$ cat src/rtl/weight_decrypt_loader_if.sv
// Bundle of signals between the weight decrypt loader, its command source
// and the memory_blocks ROM/RAM ports.
//
// Command handshake: start is a request pulse, not a valid/ready pair. It is
// acted on only when the loader is idle and only on a 0->1 change of start,
// so a level held high never retriggers a load. busy is the "not ready"
// indication: 1 from the cycle after an accepted start until the last RAM
// write, then done pulses for exactly one cycle. A start carrying an invalid
// model_sel is answered by a one-cycle error pulse and nothing else.
interface weight_decrypt_loader_if #(
   parameter int N     = 8,
   parameter int DEPTH = 16
);
   localparam int AW = (DEPTH > 1) ? $clog2(DEPTH) : 1;

   logic          start;
   logic [1:0]    model_sel;
   logic [N-1:0]  key;
   logic [1:0]    active_model;
   logic [AW-1:0] rom_addr;
   logic [N-1:0]  rom_data;
   logic [AW-1:0] ram_addr;
   logic [N-1:0]  ram_din;
   logic          ram_write_en;
   logic          busy;
   logic          done;
   logic          error;
   logic [N-1:0]  checksum;
   logic [1:0]    state_dbg;

   // Command source plus ROM data provider.
   modport master (
      output start, model_sel, key, rom_data,
      input  active_model, rom_addr, ram_addr, ram_din, ram_write_en,
             busy, done, error, checksum, state_dbg
   );

   // The loader itself.
   modport slave (
      input  start, model_sel, key, rom_data,
      output active_model, rom_addr, ram_addr, ram_din, ram_write_en,
             busy, done, error, checksum, state_dbg
   );
endinterface

$ cat src/rtl/weight_decrypt_loader.sv
// Weight decrypt loader: streams DEPTH encrypted words from the selected model
// ROM, XORs each with a left-rotating copy of the key and writes the plaintext
// into the weight RAM at the same address. All outputs are registered.
module weight_decrypt_loader #(
   parameter int N     = 8,
   parameter int DEPTH = 16
) (
   input logic                  clk,
   input logic                  rst_n,
   weight_decrypt_loader_if.slave bus
);
   localparam int AW = (DEPTH > 1) ? $clog2(DEPTH) : 1;
   localparam logic [AW-1:0] LAST_IDX = AW'(DEPTH - 1);

   typedef enum logic [1:0] {
      S_IDLE  = 2'd0,
      S_READ  = 2'd1,
      S_DRAIN = 2'd2,
      S_DONE  = 2'd3
   } state_t;

   state_t        state;
   logic          start_q;
   logic [AW-1:0] rd_idx;
   logic [AW-1:0] wr_idx;
   logic          rd_valid;
   logic [N-1:0]  key_r;
   logic [N-1:0]  dec_word;

   logic [1:0]    active_model_r;
   logic [AW-1:0] ram_addr_r;
   logic [N-1:0]  ram_din_r;
   logic          ram_we_r;
   logic          busy_r;
   logic          done_r;
   logic          error_r;
   logic [N-1:0]  checksum_r;

   // Left rotate of the key by idx mod N; the doubled word makes the
   // wrap-around bits fall out of the upper half.
   function automatic logic [N-1:0] rotl(input logic [N-1:0] v, input logic [AW-1:0] idx);
      logic [2*N-1:0] d;
      int unsigned    sh;
      sh = {{(32-AW){1'b0}}, idx} % N;
      d  = {v, v} << sh;
      return d[2*N-1:N];
   endfunction

   // Plaintext for the word currently on rom_data (word index == wr_idx).
   always_comb begin
      dec_word = bus.rom_data ^ rotl(key_r, wr_idx);
   end

   // Control FSM plus read/write pipeline; every output is a flop.
   always_ff @(posedge clk or negedge rst_n) begin
      if (!rst_n) begin
         state          <= S_IDLE;
         start_q        <= 1'b0;
         rd_idx         <= '0;
         wr_idx         <= '0;
         rd_valid       <= 1'b0;
         key_r          <= '0;
         active_model_r <= 2'b00;
         ram_addr_r     <= '0;
         ram_din_r      <= '0;
         ram_we_r       <= 1'b0;
         busy_r         <= 1'b0;
         done_r         <= 1'b0;
         error_r        <= 1'b0;
         checksum_r     <= '0;
      end else begin
         start_q  <= bus.start;
         ram_we_r <= 1'b0;
         error_r  <= 1'b0;
         done_r   <= 1'b0;
         rd_valid <= 1'b0;

         // ROM data arrives one cycle after its address; register the write.
         if (rd_valid) begin
            ram_we_r   <= 1'b1;
            ram_addr_r <= wr_idx;
            ram_din_r  <= dec_word;
            checksum_r <= checksum_r ^ dec_word;
            wr_idx     <= wr_idx + 1'b1;
         end

         case (state)
            S_IDLE: begin
               if (bus.start && !start_q) begin
                  if (bus.model_sel == 2'b01 || bus.model_sel == 2'b10) begin
                     active_model_r <= bus.model_sel;
                     key_r          <= bus.key;
                     checksum_r     <= '0;
                     rd_idx         <= '0;
                     wr_idx         <= '0;
                     busy_r         <= 1'b1;
                     state          <= S_READ;
                  end else begin
                     error_r <= 1'b1;
                  end
               end
            end
            S_READ: begin
               rd_valid <= 1'b1;
               if (rd_idx == LAST_IDX) begin
                  state <= S_DRAIN;
               end else begin
                  rd_idx <= rd_idx + 1'b1;
               end
            end
            S_DRAIN: begin
               // Last write is on the port and no ROM data is pending.
               if (ram_we_r && !rd_valid) begin
                  busy_r <= 1'b0;
                  done_r <= 1'b1;
                  state  <= S_DONE;
               end
            end
            S_DONE: begin
               state <= S_IDLE;
            end
            default: begin
               state <= S_IDLE;
            end
         endcase
      end
   end

   assign bus.active_model = active_model_r;
   assign bus.rom_addr     = rd_idx;
   assign bus.ram_addr     = ram_addr_r;
   assign bus.ram_din      = ram_din_r;
   assign bus.ram_write_en = ram_we_r;
   assign bus.busy         = busy_r;
   assign bus.done         = done_r;
   assign bus.error        = error_r;
   assign bus.checksum     = checksum_r;
   assign bus.state_dbg    = state;
endmodule

$ cat src/flat_wrapper.sv
// flat-port wrapper written by rule: the top's interface ports become plain ports
module weight_decrypt_loader_flat 
#(
   parameter int N     = 8,
   parameter int DEPTH = 16
)
  (clk, rst_n, bus_start, bus_model_sel, bus_key, bus_rom_data, bus_active_model, bus_rom_addr, bus_ram_addr, bus_ram_din, bus_ram_write_en, bus_busy, bus_done, bus_error, bus_checksum, bus_state_dbg);
  weight_decrypt_loader_if #(.N(N), .DEPTH(DEPTH)) bus_i ();
  input logic clk;
  input logic rst_n;
  input wire logic [$bits(bus_i.start)-1:0] bus_start;
  input wire logic [$bits(bus_i.model_sel)-1:0] bus_model_sel;
  input wire logic [$bits(bus_i.key)-1:0] bus_key;
  input wire logic [$bits(bus_i.rom_data)-1:0] bus_rom_data;
  output wire logic [$bits(bus_i.active_model)-1:0] bus_active_model;
  output wire logic [$bits(bus_i.rom_addr)-1:0] bus_rom_addr;
  output wire logic [$bits(bus_i.ram_addr)-1:0] bus_ram_addr;
  output wire logic [$bits(bus_i.ram_din)-1:0] bus_ram_din;
  output wire logic [$bits(bus_i.ram_write_en)-1:0] bus_ram_write_en;
  output wire logic [$bits(bus_i.busy)-1:0] bus_busy;
  output wire logic [$bits(bus_i.done)-1:0] bus_done;
  output wire logic [$bits(bus_i.error)-1:0] bus_error;
  output wire logic [$bits(bus_i.checksum)-1:0] bus_checksum;
  output wire logic [$bits(bus_i.state_dbg)-1:0] bus_state_dbg;
  assign bus_i.start = bus_start;
  assign bus_i.model_sel = bus_model_sel;
  assign bus_i.key = bus_key;
  assign bus_i.rom_data = bus_rom_data;
  assign bus_active_model = bus_i.active_model;
  assign bus_rom_addr = bus_i.rom_addr;
  assign bus_ram_addr = bus_i.ram_addr;
  assign bus_ram_din = bus_i.ram_din;
  assign bus_ram_write_en = bus_i.ram_write_en;
  assign bus_busy = bus_i.busy;
  assign bus_done = bus_i.done;
  assign bus_error = bus_i.error;
  assign bus_checksum = bus_i.checksum;
  assign bus_state_dbg = bus_i.state_dbg;
  weight_decrypt_loader #(.N(N), .DEPTH(DEPTH)) u_core (.clk(clk), .rst_n(rst_n), .bus(bus_i));
endmodule
$ cat config.mk
export PLATFORM = sky130hd
export DESIGN_NAME = weight_decrypt_loader_flat
export DESIGN_NICKNAME = d
export VERILOG_FILES = /design/src/rtl/weight_decrypt_loader_if.sv /design/src/rtl/weight_decrypt_loader.sv /design/src/flat_wrapper.sv
export SDC_FILE = /design/constraint.sdc
export NUM_CORES = 1
export LEC_CHECK = 0
export CORE_UTILIZATION = 25
export DETAILED_ROUTE_END_ITERATION = 6
export PLACE_DENSITY_LB_ADDON = 0.2
export SLEW_MARGIN = 10
export SYNTH_ARGS = -nofsm -noshare
export SYNTH_HDL_FRONTEND = slang
export SYNTH_SLANG_ARGS = --single-unit
$ cat constraint.sdc
create_clock -name clk -period 2.15 [get_ports clk]
set_input_delay 0.3225 -clock clk [delete_from_list [all_inputs] [get_ports clk]]
set_output_delay 0.3225 -clock clk [all_outputs]
set_load 0.05 [all_outputs]
After elaboration in Yosys (flattened, before gate mapping) --
Cells that the tools add are included.
Cells by class: add/subtract/negate cells 2, equal/unequal tests 11, shifts and indexed selects 1, mux-type cells 28, bitwise logic cells 2, reductions and logical operators 12
Operators by type and width (number):
- $mux W8 | 4
- $mux W4 | 7
- $shl A16 B3 Y16 | 1
- $xor A8 B8 Y8 | 2
- $reduce_and A4 Y1 | 3
- $mux W1 | 10
- $add A4 B1 Y4 const B | 2
- $mux W2 | 4
- $ne A2 B1 Y1 const B | 4
- $pmux W2 S4 | 1
- $pmux W4 S2 | 1
- $eq A2 B2 Y1 const B | 3
- $eq A2 B1 Y1 const B | 2
- $eq A4 B4 Y1 const B | 1
- $reduce_bool A2 Y1 | 2
- $reduce_and A3 Y1 | 1
- $logic_and A1 B1 Y1 | 2
- $logic_not A1 Y1 | 2
- $logic_not A2 Y1 | 1
- $ne A2 B2 Y1 const B | 1
- $pmux W1 S2 | 1
- $logic_or A1 B1 Y1 | 1
Storage, ports and cells: bits in registers 46, bits of input ports 21, output and inout port bits 32, word-level logic and storage cells 70

Logic depth before layout (Yosys ltp) --
depth in word-level cells 7, depth in mapped cells 8, gate-level depth less buffers 6

Worst setup path before layout --
No wires, ideal clock.
path type flip-flop to flip-flop, start point reg u_core.state[0], in the netlist u_core.bus.state_dbg[0], end point reg u_core.checksum_r[0], in the netlist u_core.bus.checksum[0], arrival 2008 ps, slack 62 ps, stages on the path, launching flop included 9, clock period less this slack 2088 ps, cell sequence dfrtp_1 -> inv_1 -> ha_1 -> nand3b_1 -> nand2b_1 -> clkbuf_1 -> clkbuf_1 -> nand2_1 -> mux2i_1
On the way: word-level cells in the longest chain between the ends 2
RTL lines:
- start: declaration | line weight_decrypt_loader.sv:22 | state_t state;
- start signal: assignment | line weight_decrypt_loader.sv:57 | state <= S_IDLE;
- start signal: assignment | line weight_decrypt_loader.sv:97 | state <= S_READ;
- start signal: assignment | line weight_decrypt_loader.sv:106 | state <= S_DRAIN;
- $logic_not A2 Y1 | line weight_decrypt_loader.sv:87 | case (state)
- $mux W8 | line weight_decrypt_loader.sv:87
- end signal: assignment | line weight_decrypt_loader.sv:83 | checksum_r <= checksum_r ^ dec_word;
- end: declaration | line weight_decrypt_loader.sv:37 | logic [N-1:0] checksum_r;
No other way between the ends. A chain may end at the register's enable or synchronous reset.

Worst setup path after layout --
start point reg u_core.wr_idx[2], end point reg u_core.checksum_r[0], in the netlist u_core.bus.checksum[0]
On the way: word-level cells in the longest chain between the ends 7
RTL lines:
- start: declaration | line weight_decrypt_loader.sv:25 | logic [AW-1:0] wr_idx;
- start signal: assignment | line weight_decrypt_loader.sv:84 | wr_idx <= wr_idx + 1'b1;
- $shl A16 B3 Y16 * | line weight_decrypt_loader.sv:45 | d = {v, v} << sh;
- $xor A8 B8 Y8 * | line weight_decrypt_loader.sv:51 | dec_word = bus.rom_data ^ rotl(key_r, wr_idx);
- $xor A8 B8 Y8 * | line weight_decrypt_loader.sv:83
- $mux W8 * | line weight_decrypt_loader.sv:79 | if (rd_valid) begin
- $mux W8 | line weight_decrypt_loader.sv:90 | if (bus.model_sel == 2'b01 || bus.model_sel == 2'b10) begin
- $mux W8 | line weight_decrypt_loader.sv:89 | if (bus.start && !start_q) begin
- $mux W8 * | line weight_decrypt_loader.sv:87
Mark *: on every way between the ends. The rest lies on a longest branch, timed or not.

==> results.md <==
- Outcome: complete, no violations
- Max Buffers Root-to-Sink: 2
- TritonCTS Buffers: 5
- Post-synth net total: 242
- DR WL/cell: 13.5 µm
- MaxCap Viol Count: 0
- Simple-gate portion of the synthesized area: 16.3%
- First-pass GRT wire length: around 8700 µm
- Area Overhead vs Synth: 32.7%
- CP endpoint kind: flip-flop
- Drt first pass iters: 4
- Remaining DRCs: 0
- Die height: around 99 µm
- Die ar.: 9860 µm²
- Synth unique cells: 29
- Worst Clk Skew: 4.60 ps
- Hold Path Class: flip-flop to flip-flop
- Critical path arrival: between 2000 and 2500 ps
- Worst Path Required: 2370 ps
- Synthesized cell area: 2370 µm²
- # IOs: 53
- Startpoint types: flip-flop
- Clk pin slew, worst setup/hold paths: around 90 ps
- Worst Tran Pin Value: 537 ps
- Total grt overflow: 0
- Synthesized netlist cell count: 216
- Clk sinks: 46
- Total power: 5.40 mW
- Antenna cells: 0
- GRT Total Usage: 11.3%
- Clock latency on the worst-skew pair: 300 ps
- Post-synthesis mux area share: 21.3%
- DR vias/cell: 4.49
- Setup crit start: u_core.wr_idx[2]
- Xor and xnor area share after synthesis: under 10%
- CTS tree: built
- Final GP Congestion: 0.760
- Pwr dens: 1720 nW/µm²
- Initial Util: between 20% and 30%
- R2R cell count: 4
- HP Start: u_core.rd_valid
- WHS Path Cells: 0
- Sequential area share after synthesis: 48.7%
- Post-synthesis average cell area: 11.0 µm²
- Core Area: between 9000 and 10000 µm²
- FP Rows: 35
- Yosys warnings: 0
- Filler instances: 960
- Vias in the first global route: 1739
- H-tree depth: 2
- Setup_tns: 0 ps
- DP Wirelength: 3730 µm
- Largest net degree at the start of global routing: 47
- Die Width: 99.3 µm
- LEAKAGE: 1.44 nW
- Routed WL: 5230 µm
- Initial antenna violation count: 0
- Share of the clock period used by the worst path: 91.4%
- RSZ-0062 raised after global routing: false
- Port bufs: 52
- Final Critical Period: 1970 ps
- Layout cells sized above 1: 10.2%
- Largest family of logic cells by synthesized area: multiplexers
- Highest Clock Rate: between 0.5 and 0.6 GHz
- Setup bufs post-CTS: 0
- WS Path Type: flip-flop to flip-flop
- DR vias: 1734
- Slew Viols, Final: 0
- Synth Area in Compound Gates: 6.08%
- Seq cells post-synth: 46
- Rel. slew slack: 64.2%
- VDD IR-drop max: 0.704 mV
- R2R Path Start: u_core.wr_idx[2]
- Root buf cell: clkbuf_8
- Hold Vio Cnt, Final: 0
- Fin nets: 300
- CP Max Fanout: 8
- Drt first-iter violations: 47
- Area share of fa/ha/maj cells after synthesis: ~2.6%
- Post-route ant nets: 0
- Final setup fails: 0
==> routing by layer <==
metal,GRT usage (%),wire [µm],vias up
met4,2.38,15,0
met5,0,0,-
met2,17.9,2390,46
met1,15.0,2530,826
met3,3.51,301,2
li1,-,-,860
==> worst max-delay path, cell delays in order (launching register included) <==
cell and delay (ps):
dfrtp_1 560, mux4_1 620, mux2i_1 180, mux2i_1 310
mux2i_1 230
==> cell usage after synthesis, drive strengths merged <==
| cell | n | area, µm² |
|---|---|---|
| buf | 5 | 37.5 |
| a21oi | 4 | 20.0 |
| o21ai | 5 | 25.0 |
| inv | 5 | 18.8 |
| nand3b | 1 | 7.51 |
| mux2 | 5 | 56.3 |
| o2bb2ai | 1 | 8.76 |
| clkinv | 1 | 3.75 |
| o31ai | 3 | 22.5 |
| nor3 | 1 | 5.00 |
| ha | 5 | 62.6 |
| a21o | 8 | 60.1 |
| or4 | 2 | 15.0 |
| mux2i | 26 | 260 |
| and3 | 1 | 6.26 |
| nor2 | 7 | 26.3 |
| xnor2 | 2 | 17.5 |
| o21a | 1 | 7.51 |
| nand2 | 48 | 180 |
| mux4 | 8 | 188 |
| dfrtp | 46 | 1150 |
| clkbuf | 4 | 15.0 |
| nand3 | 4 | 20.0 |
| and2 | 1 | 6.26 |
| xor2 | 3 | 26.3 |
| nand4 | 1 | 6.26 |
| nand2b | 18 | 113 |
==> power breakdown <==
| part | internal, mW | switching, mW | leakage (nW) |
|---|---|---|---|
| clock | 0.259 | 0.308 | 0.0472 |
| combinational | 1.34 | 1.84 | 0.819 |
| sequential | 1.26 | 0.385 | 0.574 |
| total | 2.86 | 2.53 | 1.44 |
==> placed cells by master (no fill, tap or decap) <==
master	n
o2bb2ai_1	1
and3_1	1
o31ai_1	3
mux2i_1	26
clkdlybuf4s50_1	51
buf_2	1
a21o_1	8
clkinv_2	1
dlygate4sd3_1	1
mux2_2	5
o21ai_0	5
mux4_1	2
and2_1	1
nand3_1	4
nor3_1	1
clkinvlp_4	1
a21oi_1	4
clkbuf_8	6
dfrtp_1	45
nor2_1	7
buf_4	6
nand3b_1	1
dfrtp_2	1
nand2_1	48
xor2_1	3
nand4_1	1
clkinv_1	1
or4_1	2
o21a_1	1
ha_1	5
nand2b_1	18
buf_12	1
inv_1	5
mux4_2	6
xnor2_1	2
==> repair_timing <==
| item | CTS | global route |
|---|---|---|
| resized for setup | 0 | 1 |
| hold buffers | 0 | 1 |
| endpoints found under the setup margin | 0 | 1 |
| endpoints found under the hold margin | 0 | 6 |
==> flip-flops by register name, summed over array words and instances, names as in the netlist <==
register	flops
u_core.bus.checksum	8
u_core.bus.ram_din	8
u_core.key_r	8
u_core.bus.ram_addr	4
u_core.bus.rom_addr	4
u_core.wr_idx	4
u_core.bus.active_model	2
u_core.bus.state_dbg	2
u_core.bus.busy	1
u_core.bus.done	1
u_core.bus.error	1
u_core.bus.ram_write_en	1
u_core.rd_valid	1
u_core.start_q	1
==> through the flow <==
stage	hold slack (ps)	instance area (µm²)	util, %	worst slack [ps]	std cells
final	450	3140	34.1	184	386
after global routing	476	3140	34.1	13.1	386
after CTS	0.468	3130	34.0	116	385
after detailed placement	333	3030	33.0	143	377
after global placement	326	3030	33.0	155	377
after floorplan	26.9	2370	-	62.5	216
==> path summary, 6_finish.rpt <==
path	endpoint	slack (ps)
setup reg to reg	u_core.bus.checksum[0]	180
hold reg to reg	u_core.bus.ram_write_en	450
setup / recovery	u_core.bus.checksum[0]	180
max in group asynchronous	u_core.wr_idx[1]	1370
hold / removal	u_core.bus.ram_write_en	450
min in group asynchronous	u_core.bus.rom_addr[0]	520
==> cells by family after synthesis <==
kind of cell             Yosys count
AND/OR/NAND/NOR                   84
flip-flops                        46
multiplexers                      39
AO/OA/AOI/OAI                     22
buffers and inverters             15
XOR/XNOR                           5
adder cells (fa/ha/maj)            5
==> final cells by class <==
class                      count  area [µm²]  area share (%)
clock inverter                 2        12.5           0.399
clock buffer                   6        82.6            2.63
sequential                    46        1150            36.7
timing repair buffer          60         591            18.8
inverter                       6        22.5           0.717
multi-input combinational    155        1140            36.3
tap                          111         139            4.42
No activity file was read; power rests on OpenSTA's default activity.
